$ cat src/rtl/serial_adder.sv
// serial_adder
//   Bit-serial adder: one full-adder cell and a carry flop consume one operand
//   bit per clock, LSB first, trading gate area for WIDTH cycles of latency.
//   Works for unsigned and two's-complement operands alike.
//
// Parameters
//   WIDTH      operand/result width in bits (2..64)
//
// Ports
//   clk        rising-edge clock
//   rst_n      asynchronous active-low reset
//   start      request; sampled only while idle
//   a, b       addends; captured on the accepting edge only
//   busy       high while the operation is running
//   done       one-cycle pulse: sum/carry_out were just updated
//   sum        registered result; holds until the next completion
//   carry_out  carry out of bit WIDTH-1, registered with sum
//   overflow   signed overflow, registered with sum
//              (present only when SERIAL_ADDER_OVF_EN is defined)
//
// Build option
//   SERIAL_ADDER_OVF_EN  adds the overflow port and its flop.
module serial_adder #(
  parameter int unsigned WIDTH = 8
) (
  input  logic             clk,
  input  logic             rst_n,
  input  logic             start,
  input  logic [WIDTH-1:0] a,
  input  logic [WIDTH-1:0] b,
  output logic             busy,
  output logic             done,
  output logic [WIDTH-1:0] sum,
`ifdef SERIAL_ADDER_OVF_EN
  output logic             carry_out,
  output logic             overflow
`else
  output logic             carry_out
`endif
);

  localparam int unsigned CNT_W = (WIDTH > 1) ? $clog2(WIDTH) : 1;
  localparam logic [CNT_W-1:0] LAST_CNT = CNT_W'(WIDTH - 1);

  typedef enum logic [1:0] {
    S_IDLE,
    S_RUN,
    S_DONE
  } state_t;

  state_t           r_state;
  logic [WIDTH-1:0] r_a;
  logic [WIDTH-1:0] r_b;
  logic [WIDTH-1:0] r_res;
  logic             r_c;
  logic [CNT_W-1:0] r_cnt;

  logic             w_s;
  logic             w_c_next;
  logic [WIDTH-1:0] w_res_next;

  // Full-adder cell on the current LSBs of the operand shift registers.
  always_comb begin
    w_s        = r_a[0] ^ r_b[0] ^ r_c;
    w_c_next   = (r_a[0] & r_b[0]) | (r_c & (r_a[0] ^ r_b[0]));
    // Sum bits enter at the MSB and move right; after WIDTH shifts bit 0
    // has reached the LSB.
    w_res_next = {w_s, r_res[WIDTH-1:1]};
  end

  always_ff @(posedge clk or negedge rst_n) begin
    if (!rst_n) begin
      r_state   <= S_IDLE;
      r_a       <= '0;
      r_b       <= '0;
      r_res     <= '0;
      r_c       <= 1'b0;
      r_cnt     <= '0;
      busy      <= 1'b0;
      done      <= 1'b0;
      sum       <= '0;
      carry_out <= 1'b0;
`ifdef SERIAL_ADDER_OVF_EN
      overflow  <= 1'b0;
`endif
    end else begin
      case (r_state)
        S_IDLE: begin
          done <= 1'b0;
          if (start) begin
            r_a     <= a;
            r_b     <= b;
            r_c     <= 1'b0;
            r_cnt   <= '0;
            busy    <= 1'b1;
            r_state <= S_RUN;
          end
        end

        S_RUN: begin
          r_a   <= r_a >> 1;
          r_b   <= r_b >> 1;
          r_c   <= w_c_next;
          r_res <= w_res_next;
          r_cnt <= r_cnt + 1'b1;
          if (r_cnt == LAST_CNT) begin
            sum       <= w_res_next;
            carry_out <= w_c_next;
`ifdef SERIAL_ADDER_OVF_EN
            // r_c is the carry into the MSB on this final bit.
            overflow  <= r_c ^ w_c_next;
`endif
            busy      <= 1'b0;
            done      <= 1'b1;
            r_state   <= S_DONE;
          end
        end

        S_DONE: begin
          done    <= 1'b0;
          r_state <= S_IDLE;
        end

        default: begin
          busy    <= 1'b0;
          done    <= 1'b0;
          r_state <= S_IDLE;
        end
      endcase
    end
  end

endmodule

$ cat config.mk
export PLATFORM = sky130hd
export DESIGN_NAME = serial_adder
export DESIGN_NICKNAME = d
export VERILOG_FILES = /design/src/rtl/serial_adder.sv
export SDC_FILE = /design/constraint.sdc
export NUM_CORES = 1
export LEC_CHECK = 0
export CAP_MARGIN = 0
export CORE_ASPECT_RATIO = 1.1
export CORE_MARGIN = 2
export CORE_UTILIZATION = 40
export DETAILED_ROUTE_END_ITERATION = 7
export GPL_ROUTABILITY_DRIVEN = 0
export PLACE_DENSITY = 0.75
export SYNTH_ARGS = -nofsm -noshare
export SYNTH_HDL_FRONTEND = slang
export SYNTH_SLANG_ARGS = --single-unit
$ cat constraint.sdc
create_clock -name clk -period 1.65 [get_ports clk]
set_input_delay 0.33 -clock clk [delete_from_list [all_inputs] [get_ports clk]]
set_output_delay 0.33 -clock clk [all_outputs]
set_load 0.01 [all_outputs]
==> Yosys cells after proc, flatten, opt, wreduce, memory -nomap -nowiden <==
Cells that the tools add are included.
{ "totals": {"wordCells": 44, "ff_bits": 41, "out_inout_bits": 11, "input_bits": 19} }
{ "classes": {"add_sub_neg": 1, "mux": 16, "reduce_logical": 6, "eq_ne": 5, "n_bitwise": 6} }
{ "op_table": {"columns": ["cell", "n"], "rows": [
  ["$pmux 8 s2", 2],
  ["$mux 8", 2],
  ["$pmux 3 s2", 1],
  ["$reduce_and 2->1", 3],
  ["$mux 1", 5],
  ["$mux 2", 2],
  ["$ne 2x2->1 const B", 2],
  ["$pmux 2 s2", 1],
  ["$add 3x1->3 const B", 1],
  ["$eq 3x3->1 const B", 1],
  ["$mux 3", 1],
  ["$pmux 1 s3", 1],
  ["$reduce_and 3->1", 1],
  ["$and 1x1->1", 2],
  ["$eq 2x1->1 const B", 1],
  ["$eq 2x2->1 const B", 1],
  ["$logic_not 2->1", 1],
  ["$pmux 1 s2", 1],
  ["$reduce_bool 2->1", 1],
  ["$xor 1x1->1", 2],
  ["$not 1->1", 1],
  ["$or 1x1->1", 1]
]} }

==> Depth between registers and ports, before layout <==
{ "depth": {"word_depth": 4, "ltp_mapped": 5} }

==> Worst setup path after synthesis <==
No wires, ideal clock.
{ "synth_path": {"kind": "register to register", "start": "register r_cnt[0]", "end": "register carry_out", "slack_ps": 242, "period_less_slack_ps": 1408, "required_time_ps": 1525, "stages_incl_launch_ff": 5, "t_arrival_ps": 1283, "setup_time_ps": 125, "path_cell_list": "dfrtp_1 > ha_1 > ha_1 > nand2_2 > mux2_2"} }
{ "synth_via": {"elab_chain_len": 2} }
{ "synth_rtl": {"columns": ["element", "line_no", "text"], "rows": [
  ["start: declaration", "56", "logic [CNT_W-1:0] r_cnt;"],
  ["start signal: assignment", "105", "r_cnt <= r_cnt + 1'b1;"],
  ["$eq 3x3->1", "106", "if (r_cnt == LAST_CNT) begin"],
  ["$reduce_and 2->1 (no line)", null, null],
  ["end signal: assignment", "108", "carry_out <= w_c_next;"],
  ["end: declaration", "38", "output logic carry_out"]
]} }
No other way between the ends.
A chain may end at the register's enable or synchronous reset.

==> Worst setup path after layout <==
{ "layout_path": {"start": "register carry_out", "end": "output port carry_out"} }
No word-level cell between the ends.

==> metrics <==
ys async rst share 1.00; Synth area leaders dfrtp_1 59%, nor3_1 7.9%, mux2_2 5.9%; Setup crit end kind primary output; Root Buffer Master clkbuf_8; DRC Markers 0; All-Layer GR Usage 0.165; Synth Cell Area 1700 µm²; CP startpoint carry_out$_DFFE_PN0P_; num rows 24; final core utilization 0.542; instance count of the mapped netlist 161; pin count of the biggest net entering global routing 25; layout cell share with drive strength beyond 1 0.137; worst r2r path cells 4; first-pass GRT wire length 6.06 mm; post-synth top area share 0.587; sequential share of power 0.446; count leader, synth dfrtp_1; maximum vdd drop 0.904 mV; slowest cell delay on critical path 0.55 ns; H-Tree Level Count 2; Post-synth EDFFs 0; DRT antenna net count 0; wire per inst 13.8 µm; most used routing layer met2; CP Launch Type flip-flop; Clk pwr share 0.171; yosys warns 0; Unique masters post-synth 21; worst hold path class flip-flop to flip-flop; IO Pins 30; Diodes inserted 0; cell-internal power 0.00257 W; leading cell types by count after synthesis 40 x dfrtp_1, 27 x nor3_1, 25 x nand2_1; main flop type after synthesis dfrtp_1; Core Area 4020 µm²; R2R Path Start r_cnt[0]$_DFFE_PN0P_; final net count 218; CP Buf/Inv Count 1; Crit Path Max Fanout 2; initial antenna violation count 0; DRT iter0 DRCs about 110; non-filler cells, final about 250; Worst Tran Pin Value 0.445 ns; post-synthesis sequential area ratio 0.587; #FFs+latches synth 40; worst setup path category flip-flop to primary output; Crit path max-delay family buffers and inverters; MaxCap Viol Count 0; grt ovf 0; Logic pwr share 0.383; worst-skew pair later-pin latency just under 0.3 ns; flop2flop setup slack 0.13 ns; Slew Limit Headroom 0.703; minimum clock period 1.53 ns; placed insts 240; ordered list of cells on the worst path clkdlybuf4s50_1; pre-CTS setup slack 0.0644 ns; Final setup viols 0; vias in the first global route approximately 1.3k; Synth Area per Inst 10.6 µm²; Fillers approximately 380; PwrDens 1830 nW/µm²; min-delay src r_res[1]$_DFFE_PN0P_; Reg-to-Reg End sum[5]$_DFFE_PN0P_; drt first pass iters 4; Die Span X 66.2 µm; clk sinks 40; Slew Viols, Final 0; worst clock skew 0.00519 ns; crit share post-route 0.926; die area between 4000 and 5000 µm²; static leakage 0.946 nW; CP Data Required Time 1.32 ns; Setup TNS Final 0 ns; Worst Hold Path Cells 2; M2 GR Usage 0.253; Worst Hold Endpoint r_res[1]$_DFFE_PN0P_; NetSw 0.00141 W; routed wire length 3.44 mm; Port Buffer Count 29; via count 1281; Switching Fraction 0.355; post-CTS sizing 0; Die Span Y 72.5 µm; CTS tree yes; CTS Buffer Depth 2; CTS buffer count 5; met1 usage 0.223; final hold violation count 0; outcome completed; Synth Net Count about 180; Via density between 5 and 6; post-DP HPWL around 2.3 mm; post-route setup slack 0.123 ns; Synth-to-Final Area Change 28.0%; CP max stage cell clkdlybuf4s50_1; RSZ-0062 raised after global routing false; met3 Use GR 0.0589; fmax 655 MHz; biggest area consumer among synthesized cells dfrtp_1; Reg clk slew, reported paths 0.08 ns; Initial Util 0.424; WP data arrival roughly 1.2 ns
==> power by group through the flow <==
stage | sequential, W | clock, W | combinational (W)
floorplan | 0.00176 | 0 | 0.000938
global placement | 0.00179 | 0 | 0.00150
detailed placement | 0.00179 | 0 | 0.00154
CTS | 0.00177 | 0.000714 | 0.00155
global route | 0.00183 | 0.000755 | 0.00174
finish | 0.00178 | 0.000681 | 0.00153
==> per-stage QoR <==
stage / instance area, µm² / power [W] / hold slack (ns)
finish: 2180 / 0.00399 / 0.485
global route: 2180 / 0.00433 / 0.524
detailed placement: 2070 / 0.00333 / 0.294
global placement: 2070 / 0.00328 / 0.290
floorplan: 1700 / 0.00270 / 0.0344
CTS: 2180 / 0.00404 / 0.486
==> area by class of cell <==
cell class | count | area [µm²] | share of cell area
clock buffer | 6 | 82.6 | 0.0378
clock inverter | 2 | 15.0 | 0.00688
inverter | 2 | 7.51 | 0.00344
multi-input combinational | 110 | 651 | 0.298
sequential | 40 | 1000 | 0.459
tap | 52 | 65.1 | 0.0298
timing repair buffer | 37 | 360 | 0.165
==> how the worst max path moves through the flow <==
stage / cells past startpoint / endpoint / slack [ns]
floorplan: 4 / carry_out$_DFFE_PN0P_ / 0.24
global placement: 5 / r_b[7]$_DFFE_PN0P_ / 0.12
detailed placement: 4 / r_cnt[1]$_DFFE_PN0P_ / 0.06
CTS: 1 / carry_out / 0.1
global route: 4 / sum[6]$_DFFE_PN0P_ / 0.05
finish: 1 / carry_out / 0.12
==> per-layer routing <==
layer / vias up / wire length [µm]
met5: - / 0
met1: 600 / 1630
met3: 5 / 204
li1: 645 / -
met4: 0 / 44
met2: 31 / 1570
==> cells by family (layout without fill, tap and decap cells) <==
group           count (synthesis)  after routing  synth area share
compound gates                 30             30             0.117
flops                          40             40             0.587
fa+ha+maj                       3              3            0.0264
simple gates                   68             68             0.178
mux                             9              9            0.0595
buf+inv                        11             47            0.0308
==> sequential cells by signal (all words and copies together) (netlist names), 2 cells and up <==
signal	cells
r_cnt	3
r_state	2
r_b	8
sum	8
r_a	8
r_res	7
==> cell usage in the layout (no fill, tap or decap), types with 3 or more instances in the layout <==
master,synthesis,final
dfrtp_1,40,40
nor3_1,27,27
o22ai_1,14,14
o32ai_1,5,5
buf_4,2,6
mux2_2,9,9
nand2_1,25,25
clkbuf_8,0,6
nor2_1,10,10
o21ai_0,6,6
a22o_1,3,3
clkdlybuf4s50_1,0,28
==> what timing repair did <==
| item | in CTS | in global routing |
|---|---|---|
| hold endpoints to repair | 17 | 0 |
| buffers inserted | 0 | 0 |
| hold buffers | 1 | 0 |
(Power assumes the default switching activity.)
